$ cat config.mk
export PLATFORM = sky130hd
export DESIGN_NAME = alu_mc_core
export DESIGN_NICKNAME = d
export VERILOG_FILES = /design/src/rtl/alu_mc_pkg.sv /design/src/rtl/alu_mc_div.sv /design/src/rtl/alu_mc_core.sv
export SDC_FILE = /design/constraint.sdc
export NUM_CORES = 1
export LEC_CHECK = 0
export ABC_AREA = 1
export CAP_MARGIN = 20
export CORE_MARGIN = 8
export CORE_UTILIZATION = 50
export DETAILED_ROUTE_END_ITERATION = 8
export GPL_TIMING_DRIVEN = 0
export PLACE_DENSITY = 0.75
export REMOVE_ABC_BUFFERS = 1
export SETUP_SLACK_MARGIN = 0.5
export SYNTH_ARGS = -nofsm -noshare
export SYNTH_HDL_FRONTEND = slang
export SYNTH_SLANG_ARGS = --single-unit
export TNS_END_PERCENT = 100
$ cat constraint.sdc
create_clock -name ALU_CLK -period 6.4 [get_ports ALU_CLK]
set_clock_uncertainty 0.15 [all_clocks]
set_input_delay 0.64 -clock ALU_CLK [delete_from_list [all_inputs] [get_ports ALU_CLK]]
set_output_delay 0.64 -clock ALU_CLK [all_outputs]
set_load 0.1 [all_outputs]
$ cat src/rtl/alu_mc_pkg.sv
// -----------------------------------------------------------------------------
// alu_mc_pkg
//   Shared constants for the multi-cycle ALU core:
//     - ALU_FUNC operation codes (ALU_ADD .. ALU_RSVD)
//     - FSM state encoding (ST_IDLE, ST_DIV)
//     - result values returned by the compare operations
// -----------------------------------------------------------------------------
package alu_mc_pkg;

    // Operation codes presented on ALU_FUNC
    localparam logic [3:0] ALU_ADD  = 4'b0000;
    localparam logic [3:0] ALU_SUB  = 4'b0001;
    localparam logic [3:0] ALU_MUL  = 4'b0010;
    localparam logic [3:0] ALU_DIV  = 4'b0011;
    localparam logic [3:0] ALU_AND  = 4'b0100;
    localparam logic [3:0] ALU_OR   = 4'b0101;
    localparam logic [3:0] ALU_NAND = 4'b0110;
    localparam logic [3:0] ALU_NOR  = 4'b0111;
    localparam logic [3:0] ALU_XOR  = 4'b1000;
    localparam logic [3:0] ALU_XNOR = 4'b1001;
    localparam logic [3:0] ALU_CMPEQ = 4'b1010;
    localparam logic [3:0] ALU_CMPGT = 4'b1011;
    localparam logic [3:0] ALU_CMPLT = 4'b1100;
    localparam logic [3:0] ALU_SHR  = 4'b1101;
    localparam logic [3:0] ALU_SHL  = 4'b1110;
    localparam logic [3:0] ALU_RSVD = 4'b1111;

    // Core FSM encoding
    localparam logic [0:0] ST_IDLE = 1'b0;
    localparam logic [0:0] ST_DIV  = 1'b1;

    // Values returned by a true comparison
    localparam int CMP_EQ_VAL = 1;
    localparam int CMP_GT_VAL = 2;
    localparam int CMP_LT_VAL = 3;

endpackage

$ cat src/rtl/alu_mc_div.sv
// -----------------------------------------------------------------------------
// alu_mc_div
//   Iterative restoring divider, one quotient bit per clock.
//   start loads the operands; DATA_WIDTH iterations follow on the next
//   DATA_WIDTH rising edges. done is high during the cycle before the final
//   iteration edge, and quotient/remainder then present the result of that
//   final iteration combinationally so the parent can register it on the
//   same edge the divider retires.
//
// Ports:
//   ALU_CLK     in   clock
//   RST_SYNC_2  in   async active-low reset
//   start       in   load operands and begin (only asserted while idle)
//   dividend    in   DATA_WIDTH
//   divisor     in   DATA_WIDTH, must be non-zero when start is asserted
//   busy        out  iterations outstanding
//   done        out  next edge performs the last iteration
//   quotient    out  DATA_WIDTH, valid while done
//   remainder   out  DATA_WIDTH, valid while done
// -----------------------------------------------------------------------------
module alu_mc_div #(
    parameter int DATA_WIDTH = 8
) (
    input  logic                  ALU_CLK,
    input  logic                  RST_SYNC_2,
    input  logic                  start,
    input  logic [DATA_WIDTH-1:0] dividend,
    input  logic [DATA_WIDTH-1:0] divisor,
    output logic                  busy,
    output logic                  done,
    output logic [DATA_WIDTH-1:0] quotient,
    output logic [DATA_WIDTH-1:0] remainder
);

    localparam int CNT_W = $clog2(DATA_WIDTH);
    localparam logic [CNT_W-1:0] LAST_ITER = CNT_W'(DATA_WIDTH - 1);

    logic [DATA_WIDTH-1:0] rem_r;   // partial remainder
    logic [DATA_WIDTH-1:0] quo_r;   // dividend bits shift out, quotient bits shift in
    logic [DATA_WIDTH-1:0] dvs_r;
    logic [CNT_W-1:0]      cnt_r;
    logic                  busy_r;

    logic [DATA_WIDTH:0]   shifted;
    logic [DATA_WIDTH:0]   diff;
    logic                  qbit;

    // One restoring step. The partial remainder is always below the divisor,
    // so a W+1 bit difference is enough and its MSB is the borrow.
    always_comb begin
        shifted   = {rem_r, quo_r[DATA_WIDTH-1]};
        diff      = shifted - {1'b0, dvs_r};
        qbit      = ~diff[DATA_WIDTH];
        remainder = qbit ? diff[DATA_WIDTH-1:0] : shifted[DATA_WIDTH-1:0];
        quotient  = {quo_r[DATA_WIDTH-2:0], qbit};
    end

    assign busy = busy_r;
    assign done = busy_r && (cnt_r == LAST_ITER);

    // NOTE: state registers use non-blocking assignments so every register
    // samples the pre-edge values, independent of statement order.
    // NOTE: the datapath registers are reset as well as the control bits, so
    // an aborted division leaves no stale operands behind.
    always_ff @(posedge ALU_CLK or negedge RST_SYNC_2) begin
        if (!RST_SYNC_2) begin
            rem_r  <= '0;
            quo_r  <= '0;
            dvs_r  <= '0;
            cnt_r  <= '0;
            busy_r <= 1'b0;
        end else if (start) begin
            rem_r  <= '0;
            quo_r  <= dividend;
            dvs_r  <= divisor;
            cnt_r  <= '0;
            busy_r <= 1'b1;
        end else if (busy_r) begin
            rem_r <= remainder;
            quo_r <= quotient;
            cnt_r <= cnt_r + CNT_W'(1);
            if (cnt_r == LAST_ITER) begin
                busy_r <= 1'b0;
            end
        end
    end

endmodule

$ cat src/rtl/alu_mc_core.sv
// -----------------------------------------------------------------------------
// alu_mc_core
//   Multi-cycle register-file ALU. Every op except a non-zero divide completes
//   in one cycle; a non-zero divide runs on alu_mc_div for DATA_WIDTH cycles
//   while ALU_BUSY is high, and requests seen during that time are dropped.
//
// Optional feature: define ALU_MC_FLAGS_EN to add ALU_FLAGS = {N, C, Z}.
//
// Ports:
//   ALU_CLK        in   ALU domain clock
//   RST_SYNC_2     in   async active-low reset
//   ALU_EN         in   operation request
//   ALU_FUNC       in   [3:0] operation code (see alu_mc_pkg)
//   REG0, REG1     in   [DATA_WIDTH-1:0] operands A and B
//   ALU_BUSY       out  division in progress
//   ALU_OUT        out  [OUT_WIDTH-1:0] registered result
//   ALU_OUT_VALID  out  one-cycle pulse per completed operation
//   ALU_DIV_ERR    out  last result was a divide by zero
//   ALU_FLAGS      out  [2:0] {N, C, Z} (ALU_MC_FLAGS_EN only)
// -----------------------------------------------------------------------------
module alu_mc_core
    import alu_mc_pkg::*;
#(
    parameter int DATA_WIDTH = 8,
    parameter int OUT_WIDTH  = 2 * DATA_WIDTH
) (
    input  logic                  ALU_CLK,
    input  logic                  RST_SYNC_2,
    input  logic                  ALU_EN,
    input  logic [3:0]            ALU_FUNC,
    input  logic [DATA_WIDTH-1:0] REG0,
    input  logic [DATA_WIDTH-1:0] REG1,
    output logic                  ALU_BUSY,
    output logic [OUT_WIDTH-1:0]  ALU_OUT,
    output logic                  ALU_OUT_VALID,
    output logic                  ALU_DIV_ERR
`ifdef ALU_MC_FLAGS_EN
    ,
    output logic [2:0]            ALU_FLAGS
`endif
);

    logic [0:0]            state;
    logic                  accept;
    logic                  div_start;

    logic                  div_busy;
    logic                  div_done;
    logic [DATA_WIDTH-1:0] div_quo;
    logic [DATA_WIDTH-1:0] div_rem;
    logic [OUT_WIDTH-1:0]  div_result;

    logic [OUT_WIDTH-1:0]  op_a;
    logic [OUT_WIDTH-1:0]  op_b;
    logic [OUT_WIDTH-1:0]  sc_result;
    logic                  sc_err;

    assign ALU_BUSY   = div_busy;
    assign accept     = ALU_EN && !ALU_BUSY;
    assign div_start  = accept && (ALU_FUNC == ALU_DIV) && (REG1 != '0);
    assign div_result = {div_rem, div_quo};

    // Operands are zero-extended before every op, which is why the inverting
    // logic ops return all ones in the upper half.
    assign op_a = {{(OUT_WIDTH - DATA_WIDTH){1'b0}}, REG0};
    assign op_b = {{(OUT_WIDTH - DATA_WIDTH){1'b0}}, REG1};

    // NOTE: every output of this block is given a default first, so no path
    // through the case leaves a value unassigned and no latch is inferred.
    always_comb begin
        sc_result = '0;
        sc_err    = 1'b0;
        case (ALU_FUNC)
            ALU_ADD:  sc_result = op_a + op_b;
            ALU_SUB:  sc_result = op_a - op_b;
            ALU_MUL:  sc_result = op_a * op_b;
            // Only reaches the single-cycle path when REG1 is zero.
            ALU_DIV: begin
                sc_result = {REG0, {DATA_WIDTH{1'b1}}};
                sc_err    = 1'b1;
            end
            ALU_AND:   sc_result = op_a & op_b;
            ALU_OR:    sc_result = op_a | op_b;
            ALU_NAND:  sc_result = ~(op_a & op_b);
            ALU_NOR:   sc_result = ~(op_a | op_b);
            ALU_XOR:   sc_result = op_a ^ op_b;
            ALU_XNOR:  sc_result = ~(op_a ^ op_b);
            ALU_CMPEQ: sc_result = (REG0 == REG1) ? OUT_WIDTH'(CMP_EQ_VAL) : '0;
            ALU_CMPGT: sc_result = (REG0 >  REG1) ? OUT_WIDTH'(CMP_GT_VAL) : '0;
            ALU_CMPLT: sc_result = (REG0 <  REG1) ? OUT_WIDTH'(CMP_LT_VAL) : '0;
            ALU_SHR:   sc_result = op_a >> 1;
            ALU_SHL:   sc_result = op_a << 1;
            default:   sc_result = '0;
        endcase
    end

`ifdef ALU_MC_FLAGS_EN
    logic [2:0] sc_flags;

    always_comb begin
        sc_flags    = 3'b000;
        sc_flags[0] = (sc_result == '0);
        case (ALU_FUNC)
            ALU_ADD: begin
                sc_flags[1] = sc_result[DATA_WIDTH];
                sc_flags[2] = sc_result[DATA_WIDTH-1];
            end
            ALU_SUB: begin
                sc_flags[1] = (REG0 < REG1);
                sc_flags[2] = sc_result[DATA_WIDTH-1];
            end
            default: ;
        endcase
    end
`endif

    alu_mc_div #(
        .DATA_WIDTH (DATA_WIDTH)
    ) u_div (
        .ALU_CLK    (ALU_CLK),
        .RST_SYNC_2 (RST_SYNC_2),
        .start      (div_start),
        .dividend   (REG0),
        .divisor    (REG1),
        .busy       (div_busy),
        .done       (div_done),
        .quotient   (div_quo),
        .remainder  (div_rem)
    );

    always_ff @(posedge ALU_CLK or negedge RST_SYNC_2) begin
        if (!RST_SYNC_2) begin
            state         <= ST_IDLE;
            ALU_OUT       <= '0;
            ALU_OUT_VALID <= 1'b0;
            ALU_DIV_ERR   <= 1'b0;
`ifdef ALU_MC_FLAGS_EN
            ALU_FLAGS     <= 3'b000;
`endif
        end else begin
            ALU_OUT_VALID <= 1'b0;
            if (accept && !div_start) begin
                ALU_OUT       <= sc_result;
                ALU_DIV_ERR   <= sc_err;
                ALU_OUT_VALID <= 1'b1;
`ifdef ALU_MC_FLAGS_EN
                ALU_FLAGS     <= sc_flags;
`endif
            end else if ((state == ST_DIV) && div_done) begin
                // Final iteration lands in ALU_OUT on the divider's last edge.
                ALU_OUT       <= div_result;
                ALU_DIV_ERR   <= 1'b0;
                ALU_OUT_VALID <= 1'b1;
                state         <= ST_IDLE;
`ifdef ALU_MC_FLAGS_EN
                ALU_FLAGS     <= {2'b00, (div_result == '0)};
`endif
            end
            if (div_start) begin
                state <= ST_DIV;
            end
        end
    end

endmodule

==> flow_metrics.tcl <==
set metrics [dict create \
    status "finished clean" \
    fin_util 0.555 \
    layout_setup_ws_ns 1.17 \
    hold_violations 0 \
    antenna_found_initial 0 \
    drtPass1Iterations 5 \
    ant_nets 0 \
    ys_ff_latch 47 \
    placed_cell_area_um2 7120 \
    yosysSeqAreaShare 0.176 \
    place.gp.congestion 0.989 \
    period_needed_ns 5.23 \
    path_class "in2reg" \
    port_buffers 41 \
    p_per_area_nw_per_um2 383 \
    drt-met1-wl_um 8440 \
    crit_arrival_ns 5.29 \
    final_cell_count_no_fill 1235 \
    clk_latency_ns 0.28 \
    drcViolationCount 0 \
    reg2reg_from "u_div.quo_r[7]$_DFFE_PN0P_" \
    area_growth_pct 9.34 \
    drv_slew 0 \
    post_cts_buffers 0 \
    critPathLaunch "REG0[4]" \
    via_count 6632 \
    endpoint_kind "flip-flop" \
    grt_max_degree 36 \
    fmax_mhz 191 \
    min_path_type "in2async" \
    totalWireLength_um 19200 \
    root_buffer "clkbuf_16" \
    ios 42 \
    cp_max_fo 12 \
    rsz0062_at_grt "no" \
    setup_viol 0 \
    ctsHoldBuffers 0 \
    max_slew_margin 0.335 \
    clkSlewWorstSetupHoldPaths_ns 0.06 \
    via_per_inst 5.37 \
    hold-worst-slack_ns 0.0918 \
    die_w_um 132 \
    tritoncts "done" \
    ctsResizeCount 0 \
    grt-ovfl-total 0 \
    numCtsBuffers 5 \
    tightest_slew_ns 0.994 \
    die_h_um 132 \
    initial_core_util 0.508 \
    num_antenna_cells 0 \
    preCtsSetupSlack_ns 0.870 \
    fin_crit_sh 0.817 \
    power_mw 2.79 \
    drive_above_1_share 0.0331 \
    rows 42 \
    syn_area_um2 6670 \
    max_cap_viol_count 0 \
    htreeDepth 2 \
    clockBufferDepth 2 \
    grt_pass1_vias 6505 \
    synth.distinct_cells 35 \
    dieArea_um2 17300 \
    synthCells 1040 \
    core_area_um2 13100 \
    power.leakage_nw 4.21 \
    wl_met2_um 9290 \
    syn_avg_cell_area_um2 6.41 \
    ir_drop_mv 0.217 \
    start_kind "input pin" \
    nFillCells 1310 \
    top_layer_used "met4" \
    finalInstanceArea_um2 7290 \
    routedWlPerCell_um 15.5 \
    hpwlAfterDp_um 15100 \
    required_ns 6.46 \
    grt_pass1_wl_um 31700 \
    dp_cells 1226 \
    wl_met3_um 1010 \
    cts.sinks 47 \
    dr.first_iter.drc_count 606 \
    ys_warn_count 0 \
    grtUsageTotal 0.221 \
    setup_tns_ns 0 \
    nNetsFinal 1190 \
]
final cells by class:
type                       count  area, um^2  share of cell area
clock buffer                   7         153              0.0209
clock inverter                 1        7.51             0.00103
tap                          176         220              0.0302
inverter                     216         813               0.111
timing repair buffer          43         437              0.0599
sequential                    47        1180               0.161
multi-input combinational    745        4490               0.615
power by group:
| group | internal [mW] | switching, mW | leakage [nW] |
|---|---|---|---|
| clock network | 0.166 | 0.110 | 0.0761 |
| registers | 0.433 | 0.0994 | 0.585 |
| logic | 0.611 | 1.37 | 3.55 |
per-layer routing:
metal	up-vias	track usage
li1	3249	-
met1	3130	0.285
met2	219	0.381
met3	34	0.0236
met4	0	0.0638
met5	-	0
registers in the layout, indices dropped and copies added (netlist names):
register and cells:
u_div.dvs_r 8, ALU_OUT 16, u_div.quo_r 8, u_div.busy 1, ALU_OUT_VALID 1, u_div.rem_r 8
ALU_DIV_ERR 1, u_div.cnt_r 3, state 1
worst max-delay path: stages:
cell and delay, ns:
clkdlybuf4s50_1 0.88, ha_1 0.44, fa_1 0.51, fa_1 0.52
fa_1 0.49, inv_1 0.05, fa_1 0.47, inv_1 0.04
ha_1 0.33, nand2_1 0.09, nand2_1 0.08, inv_1 0.09
nand2_1 0.06, nand2_1 0.08, nand3_1 0.07, nand2_1 0.07
nand3_1 0.08, nand2_1 0.10, nand2_1 0.05, a21oi_1 0.14
final timing paths:
path	end	slack, ns	depth (start not counted)
max in group asynchronous	u_div.quo_r[2]$_DFFE_PN0P_	5.52	2
worst min-delay path	u_div.cnt_r[0]$_DFFE_PN0P_	0.09	1
worst max-delay path	ALU_OUT[13]$_DFFE_PN0P_	1.17	20
worst min register to register	ALU_OUT[11]$_DFFE_PN0P_	0.33	2
worst max register to register	ALU_OUT[8]$_DFFE_PN0P_	3.82	14
min in group ALU_CLK	ALU_OUT[11]$_DFFE_PN0P_	0.33	2
cells in the mapped netlist:
cell / count / area (um^2)
nand3_1: 70 / 350
buf_4: 1 / 7.51
fa_1: 39 / 781
nand4_1: 19 / 119
nand2_1: 322 / 1210
nand2_4: 1 / 11.3
o22ai_1: 3 / 18.8
nor2_2: 2 / 12.5
o221ai_1: 8 / 70.1
a211oi_1: 1 / 7.51
o21ai_0: 40 / 200
nor2_1: 86 / 323
nand3_4: 1 / 17.5
clkinv_1: 2 / 7.51
inv_1: 204 / 766
a22o_1: 3 / 26.3
xnor2_1: 5 / 43.8
inv_2: 9 / 33.8
o21ai_1: 10 / 50.1
a21oi_1: 41 / 205
nor3_2: 1 / 10.0
o21ai_2: 1 / 8.76
clkbuf_1: 13 / 48.8
a21o_1: 2 / 15.0
nor3_1: 4 / 20.0
inv_4: 1 / 6.26
or2_2: 4 / 25.0
ha_1: 70 / 876
buf_8: 1 / 15.0
buf_6: 6 / 67.6
xor2_1: 3 / 26.3
nand3b_1: 5 / 37.5
dfrtp_1: 47 / 1180
buf_2: 11 / 55.1
nand2_2: 4 / 25.0
kinds of logic after synthesis:
family / synth area share
adder cells (fa/ha/maj): 0.248
flip-flops: 0.176
AND/OR/NAND/NOR: 0.324
AO/OA/AOI/OAI: 0.0902
buffers and inverters: 0.151
XOR/XNOR: 0.0105
layout by cell type (no fill, tap or decap), types with 8 or more instances in the layout:
master | Yosys | layout
nand2_1 | 322 | 322
inv_1 | 204 | 204
nor2_1 | 86 | 86
nand3_1 | 70 | 70
ha_1 | 70 | 70
dfrtp_1 | 47 | 47
a21oi_1 | 41 | 41
o21ai_0 | 40 | 40
clkdlybuf4s50_1 | 0 | 40
fa_1 | 39 | 39
nand4_1 | 19 | 19
o21ai_1 | 10 | 10
inv_2 | 9 | 9
o221ai_1 | 8 | 8
No activity file was read; power rests on OpenSTA's default activity.
